## config.mk

```make
export PLATFORM = sky130hd
export DESIGN_NAME = apb_timer_slave
export DESIGN_NICKNAME = d
export VERILOG_FILES = /design/src/rtl/apb_timer_slave.sv
export SDC_FILE = /design/constraint.sdc
export NUM_CORES = 1
export LEC_CHECK = 0
export CAP_MARGIN = 25
export CORE_ASPECT_RATIO = 0.6
export CORE_MARGIN = 2
export CORE_UTILIZATION = 40
export DETAILED_ROUTE_END_ITERATION = 8
export PLACE_DENSITY = 0.67
export SLEW_MARGIN = 25
export SYNTH_ARGS = -nofsm -noshare
export SYNTH_HDL_FRONTEND = slang
export SYNTH_SLANG_ARGS = --single-unit
```

## constraint.sdc

```tcl
create_clock -name Hclk -period 8.04 [get_ports Hclk]
set_clock_uncertainty 0.1 [all_clocks]
set_input_delay 2.01 -clock Hclk [delete_from_list [all_inputs] [get_ports Hclk]]
set_output_delay 2.01 -clock Hclk [all_outputs]
set_load 0.03 [all_outputs]
```

## src/rtl/apb_timer_slave.sv

```systemverilog
// Zero-wait-state APB timer: prescaled down-counter with auto-reload or one-shot,
// a write-1-to-clear expiry flag and a level interrupt.
module apb_timer_slave #(
    parameter int CNT_WIDTH = 32,
    parameter int PRE_WIDTH = 8
) (
    input  logic        Hclk,
    input  logic        Hreset,
    input  logic        Psel,
    input  logic        Penable,
    input  logic        Pwrite,
    input  logic [31:0] Paddr,
    input  logic [31:0] Pwdata,
    output logic [31:0] Prdata,
    output logic        Irq
);
    localparam logic [2:0] A_CTRL     = 3'd0;
    localparam logic [2:0] A_LOAD     = 3'd1;
    localparam logic [2:0] A_COUNT    = 3'd2;
    localparam logic [2:0] A_STATUS   = 3'd3;
    localparam logic [2:0] A_PRESCALE = 3'd4;

    logic                 en, reload, irqen, exp_flag;
    logic [CNT_WIDTH-1:0] load_val, count;
    logic [PRE_WIDTH-1:0] prescale, pre_cnt;
    logic                 addr_ok, wr, tick, expire;
    logic                 wr_ctrl, wr_load, wr_status, wr_pre;
    logic [2:0]           idx;
    logic                 unused_bits;

    assign addr_ok   = (Paddr[11:5] == 7'd0);
    assign idx       = Paddr[4:2];
    assign wr        = Psel & Penable & Pwrite & addr_ok;
    assign wr_ctrl   = wr & (idx == A_CTRL);
    assign wr_load   = wr & (idx == A_LOAD);
    assign wr_status = wr & (idx == A_STATUS);
    assign wr_pre    = wr & (idx == A_PRESCALE);

    assign tick   = en & (pre_cnt == prescale);
    assign expire = tick & (count == '0);

    // Interrupt depends on flops only, so it cannot glitch on bus activity.
    assign Irq = exp_flag & irqen;

    assign unused_bits = ^{Paddr[31:12], Paddr[1:0], Pwdata};

    always_comb begin
        Prdata = '0;
        if (!Hreset && Psel && !Pwrite && addr_ok) begin
            case (idx)
                A_CTRL:     Prdata = {29'd0, irqen, reload, en};
                A_LOAD:     Prdata[CNT_WIDTH-1:0] = load_val;
                A_COUNT:    Prdata[CNT_WIDTH-1:0] = count;
                A_STATUS:   Prdata = {31'd0, exp_flag};
                A_PRESCALE: Prdata[PRE_WIDTH-1:0] = prescale;
                default:    Prdata = '0;
            endcase
        end
    end

    always_ff @(posedge Hclk or posedge Hreset) begin
        if (Hreset) begin
            en       <= 1'b0;
            reload   <= 1'b0;
            irqen    <= 1'b0;
            exp_flag <= 1'b0;
            load_val <= '0;
            count    <= '0;
            prescale <= '0;
            pre_cnt  <= '0;
        end else begin
            // A CTRL write overrides the one-shot auto-disable on the same edge.
            if (wr_ctrl) begin
                en     <= Pwdata[0];
                reload <= Pwdata[1];
                irqen  <= Pwdata[2];
            end else if (expire && !reload) begin
                en <= 1'b0;
            end

            // Enabling restarts the prescaler so the first tick is a full period away.
            if (wr_ctrl && Pwdata[0] && !en) begin
                pre_cnt <= '0;
            end else if (en) begin
                pre_cnt <= tick ? '0 : pre_cnt + PRE_WIDTH'(1);
            end

            if (wr_load) begin
                load_val <= Pwdata[CNT_WIDTH-1:0];
                count    <= Pwdata[CNT_WIDTH-1:0];
            end else if (tick) begin
                if (count != '0) begin
                    count <= count - CNT_WIDTH'(1);
                end else if (reload) begin
                    count <= load_val;
                end
            end

            // Setting the flag has priority over a simultaneous W1C.
            if (expire) begin
                exp_flag <= 1'b1;
            end else if (wr_status && Pwdata[0]) begin
                exp_flag <= 1'b0;
            end

            if (wr_pre) begin
                prescale <= Pwdata[PRE_WIDTH-1:0];
            end
        end
    end
endmodule

```

# Word level (Yosys, flattened, before mapping)
# Cells that the tools add are included.
# totals
inputBits	69
out_inout_bits	33
ff_bits	84
# op_classes
bitwise_logic	10
muxes	14
reduce_logical	21
add_sub_neg	2
n_eq_ne	5
# ops
operator	count
32-bit two-way mux	5
24-bit one-hot mux with 2 select lines	1
8-bit one-hot mux with 5 select lines	1
32-bit zero test	1
32-bit nonzero test	1
32-bit by 1-bit subtractor with 32-bit output (second input constant)	1
8-bit two-way mux	3
1-bit bitwise AND	10
8-bit by 1-bit adder with 8-bit output (second input constant)	1
8-bit == test	1
2-bit nonzero test	4
1-bit logical AND	7
7-bit zero test	1
3-bit by 2-bit == test with 1-bit output (second input constant)	2
1-bit zero test	4
1-bit two-way mux	4
3-bit by 1-bit == test with 1-bit output (second input constant)	1
3-bit == test (second input constant)	1
3-bit zero test	1
3-bit nonzero test	1
2-bit AND reduction	1

# Longest topological paths before layout
# logic_depth
ltp_word	7
ltp_mapped	10
depth_no_buf	8

# Worst setup path after synthesis
# OpenSTA, ideal clock, no wires.
# synth_path
kind	input to output
start	input port Paddr[4]
end	output port Prdata[11]
arrival_time_ps	3781
path_slack_ps	2149
stages	8
required_time_ps	5930
path_cell_list	clkbuf_1 -> nor2b_1 -> clkbuf_1 -> nor2b_1 -> clkbuf_1 -> clkbuf_1 -> a22oi_1 -> nor2_1
# synth_via
elab_chain_len	3
elab_cells_between_ends	4
cone_classes	eq/ne: 2; mux: 2
# synth_rtl
item	line_no	rtl
start, declared	12	input logic [31:0] Paddr,
3-bit by 2-bit == test with 1-bit output / 3-bit by 1-bit == test with 1-bit output (equally long branches)	50	case (idx)
24-bit one-hot mux with 2 select lines (*)	50	
32-bit two-way mux (*)	49	if (!Hreset && Psel && !Pwrite && addr_ok) begin
end, declared	14	output logic [31:0] Prdata,
# Every way passes the cells marked *; elsewhere a longest branch is shown, timed or not.

# Worst setup path in the final report
# layout_path
start	input port Paddr[3]
end	output port Prdata[6]
# layout_via
elab_chain_len	3
elab_cells_between_ends	7
cone_classes	eq/ne: 4; mux: 2; reduce/logical: 1
# layout_rtl
item	line_no
3-bit == test, or another cell as far along	50
8-bit one-hot mux with 5 select lines (*)	50
32-bit two-way mux (*)	49
# Marks and branches as above.

==> impl_metrics.csv <==
group,metric,value,unit
setup_path,critPathCaptureType,"output port",
power,p_leak,2.63,nW
synthesis,seq_area_frac_synth,0.397,
setup_path,path_cells,"clkdlybuf4s50_1, nor3b_2, buf_4, a21oi_1, nor2_1, clkdlybuf4s50_1",
setup_path,crit_slowest_cell,"clkdlybuf4s50_1",
routing,wl_per_cell,18.9,um
sta,fin_ws,1.31,ns
setup_path,start_kind,"input port",
synthesis,ys_seq_elements,84,
sta,min_period,6.73,ns
synthesis,synthCells,658,
clock_tree,hold_buffers,0,
synthesis,ys.flop_type,"dfrtp_1",
setup_path,max_stage_delay,0.89,ns
grt,antenna_found_initial,0,
sta,max-slew-margin-rel,0.417,
routing,vias,5385,
clock_tree,cts_setup_buffers,0,
synthesis,syn_area_per_cell,8.05,sq um
routing,ant_nets,0,
sta,setup_viol,0,
sta,finalHoldViolations,0,
clock_tree,clock_latency,0.35,ns
clock_tree,numCtsBuffers,9,
synthesis,ys_warn_count,0,
sta,min_period_over_period,0.837,
setup_path,path_buf_inv,3,
grt,gr-total-overflow,0,
worst_hold_path,hold_class,"register to register",
finish,stdcell_count,892,
placed_design,hpwl,11500,um
grt,grt_pass1_vias,5121,
die,die_w,153,um
setup_path,cp_common_cell,"clkdlybuf4s50_1",
die,die_h,93.2,um
setup_path,worstPathRequired,5.93,ns
finish,diodes,0,
placed_design,place_area,6220,sq um
routing,viasPerCell,6.04,
finish,fillers,1268,
placed_design,gp_congestion,0.919,
clock_tree,path_clk_slew,0.06,ns
clock_tree,clock_tree.buffer_depth,2,
synthesis,syn-cell-area,5300,sq um
finish,area_delta_synth_final,22.9,%
flow_run,maxCapViolCount,0,
clock_tree,cts_tree,"built",
routing,wl_met3,1420,um
power,peakVddDrop,0.0909,mV
grt,grt_max_degree,85,
routing,drt-initial-drc-count,557,
die,start_util,0.411,
finish,final_cell_area,6510,sq um
sta,fmax,0.149,GHz
synthesis,ys_async_sr_fraction,1.00,
clock_tree,clock_sinks,84,
setup_path,arrival,4.62,ns
die,pin_count,102,
grt,grt_pass1_wl,27700,um
routing,remaining_drc_errors,0,
synthesis,synth_edf_count,0,
setup_path,path_delay_family,"buffers and inverters",
finish,fin_util,0.505,
sta,fin_hold_ws,0.405,ns
setup_path,criticalPathCategory,"input port to output port",
power,p_per_area,138,nW/um^2
synthesis,netlist-cell-type-count,58,
die,die_area,14200,sq um
die,core,12900,sq um
finish,layout-drive-gt1-share,0.0789,
sta,tightest_slew,0.869,ns
routing,wl_met2,6970,um
finish,seq_area,2100,sq um
clock_tree,htreeDepth,3,
sta,rsz0062_at_grt,"false",
finish,nets,789,
sta,tns,0,ns
clock_tree,root_buffer,"clkbuf_16",
routing,top_layer_used,"met4",
setup_path,worstPathMaxFanout,31,
clock_tree,cts_resized,0,
status,outcome,"finished clean",
placed_design,dp_cells,875,
routing,routed_wirelength,16900,um
die,rows,32,
grt,track_usage,0.242,
routing,met1_length,8350,um
placed_design,pre_cts_slack,1.23,ns
finish,final_cell_mix,"nand2_1, nor2_1, dfrtp_1",
routing,drt_pass1_iterations,5,
synthesis,syn-num-nets,730,
placed_design,io_buffers,79,
finish,final_common_cell,"nand2_1",
finish,multi_input_area,3010,sq um
power,finalPower,0.896,mW
sta,final_max_slew_viol_count,0,
-- sequential cells by signal, summed over array words and instances (netlist names) --
signal / cells
irqen: 1
load_val: 32
en: 1
reload: 1
pre_cnt: 8
exp_flag: 1
count: 32
prescale: 8
-- report_power, final --
part / switching, mW / internal, mW / total (mW)
Clock: 0.174 / 0.218 / 0.392
Combinational: 0.0356 / 0.0335 / 0.0691
Sequential: 0.00719 / 0.428 / 0.435
Total: 0.217 / 0.680 / 0.896
-- area by class of cell --
type / instances / area share
Clock buffer: 13 / 0.0384
Clock inverter: 3 / 0.00346
Inverter: 6 / 0.00365
Multi-Input combinational cell: 525 / 0.463
Sequential cell: 84 / 0.323
Tap cell: 170 / 0.0327
Timing Repair Buffer: 91 / 0.136
-- tightest hold or removal path, cell delays in order, from the launching register on --
cell and delay [ns]:
dfrtp_1 0.36, nand2_1 0.05, nand2_1 0.05
-- worst paths after layout --
check / from / to / slack (ns) / cells past startpoint
worst max register to register: count[14] / count[2] / 4.56 / 7
min in group asynchronous: Hreset / irqen / 2.15 / 3
max in group asynchronous: Hreset / load_val[18] / 5.15 / 3
worst min-delay path: load_val[25] / load_val[25] / 0.41 / 2
worst min register to register: load_val[25] / load_val[25] / 0.41 / 2
worst max-delay path: Paddr[3] / Prdata[6] / 1.31 / 6
-- synthesized netlist by cell type (3+ instances only) --
cell	count	area (sq um)
o31ai_1	8	60.1
a22oi_1	34	255
a211oi_1	3	22.5
o21ai_0	36	180
a21oi_1	35	175
ha_1	3	37.5
xnor2_1	16	140
nor2_1	84	315
nand3_1	17	85.1
mux2_2	12	135
nor3_1	13	65.1
and3_1	5	31.3
nand4_1	8	50.1
nor2b_1	6	37.5
mux2i_1	4	40.0
nand2_1	128	480
buf_2	6	30.0
or3_1	10	62.6
o22ai_1	3	18.8
dfrtp_1	84	2100
clkbuf_1	35	131
xor2_1	5	43.8
inv_1	6	22.5
a32oi_1	3	26.3
and2_1	6	37.5
a21o_1	4	30.0
or2_2	3	18.8
o211ai_1	9	67.6
a31oi_1	9	56.3
o2bb2ai_1	3	26.3
nor4_1	15	93.8
or4_1	5	37.5
-- metal layers --
| metal | vias up | track usage |
|---|---|---|
| met3 | 23 | 0.0538 |
| met5 | - | 0 |
| met2 | 257 | 0.342 |
| li1 | 2485 | - |
| met1 | 2620 | 0.378 |
| met4 | 0 | 0.0409 |
-- cells by family after synthesis --
kind of cell    after synthesis  synth area share
buf+inv                      49            0.0390
simple gates                313             0.275
fa+ha+maj                     3           0.00708
mux                          16            0.0331
xor+xnor                     21            0.0347
compound gates              172             0.215
flops                        84             0.397
(Power assumes the default switching activity.)
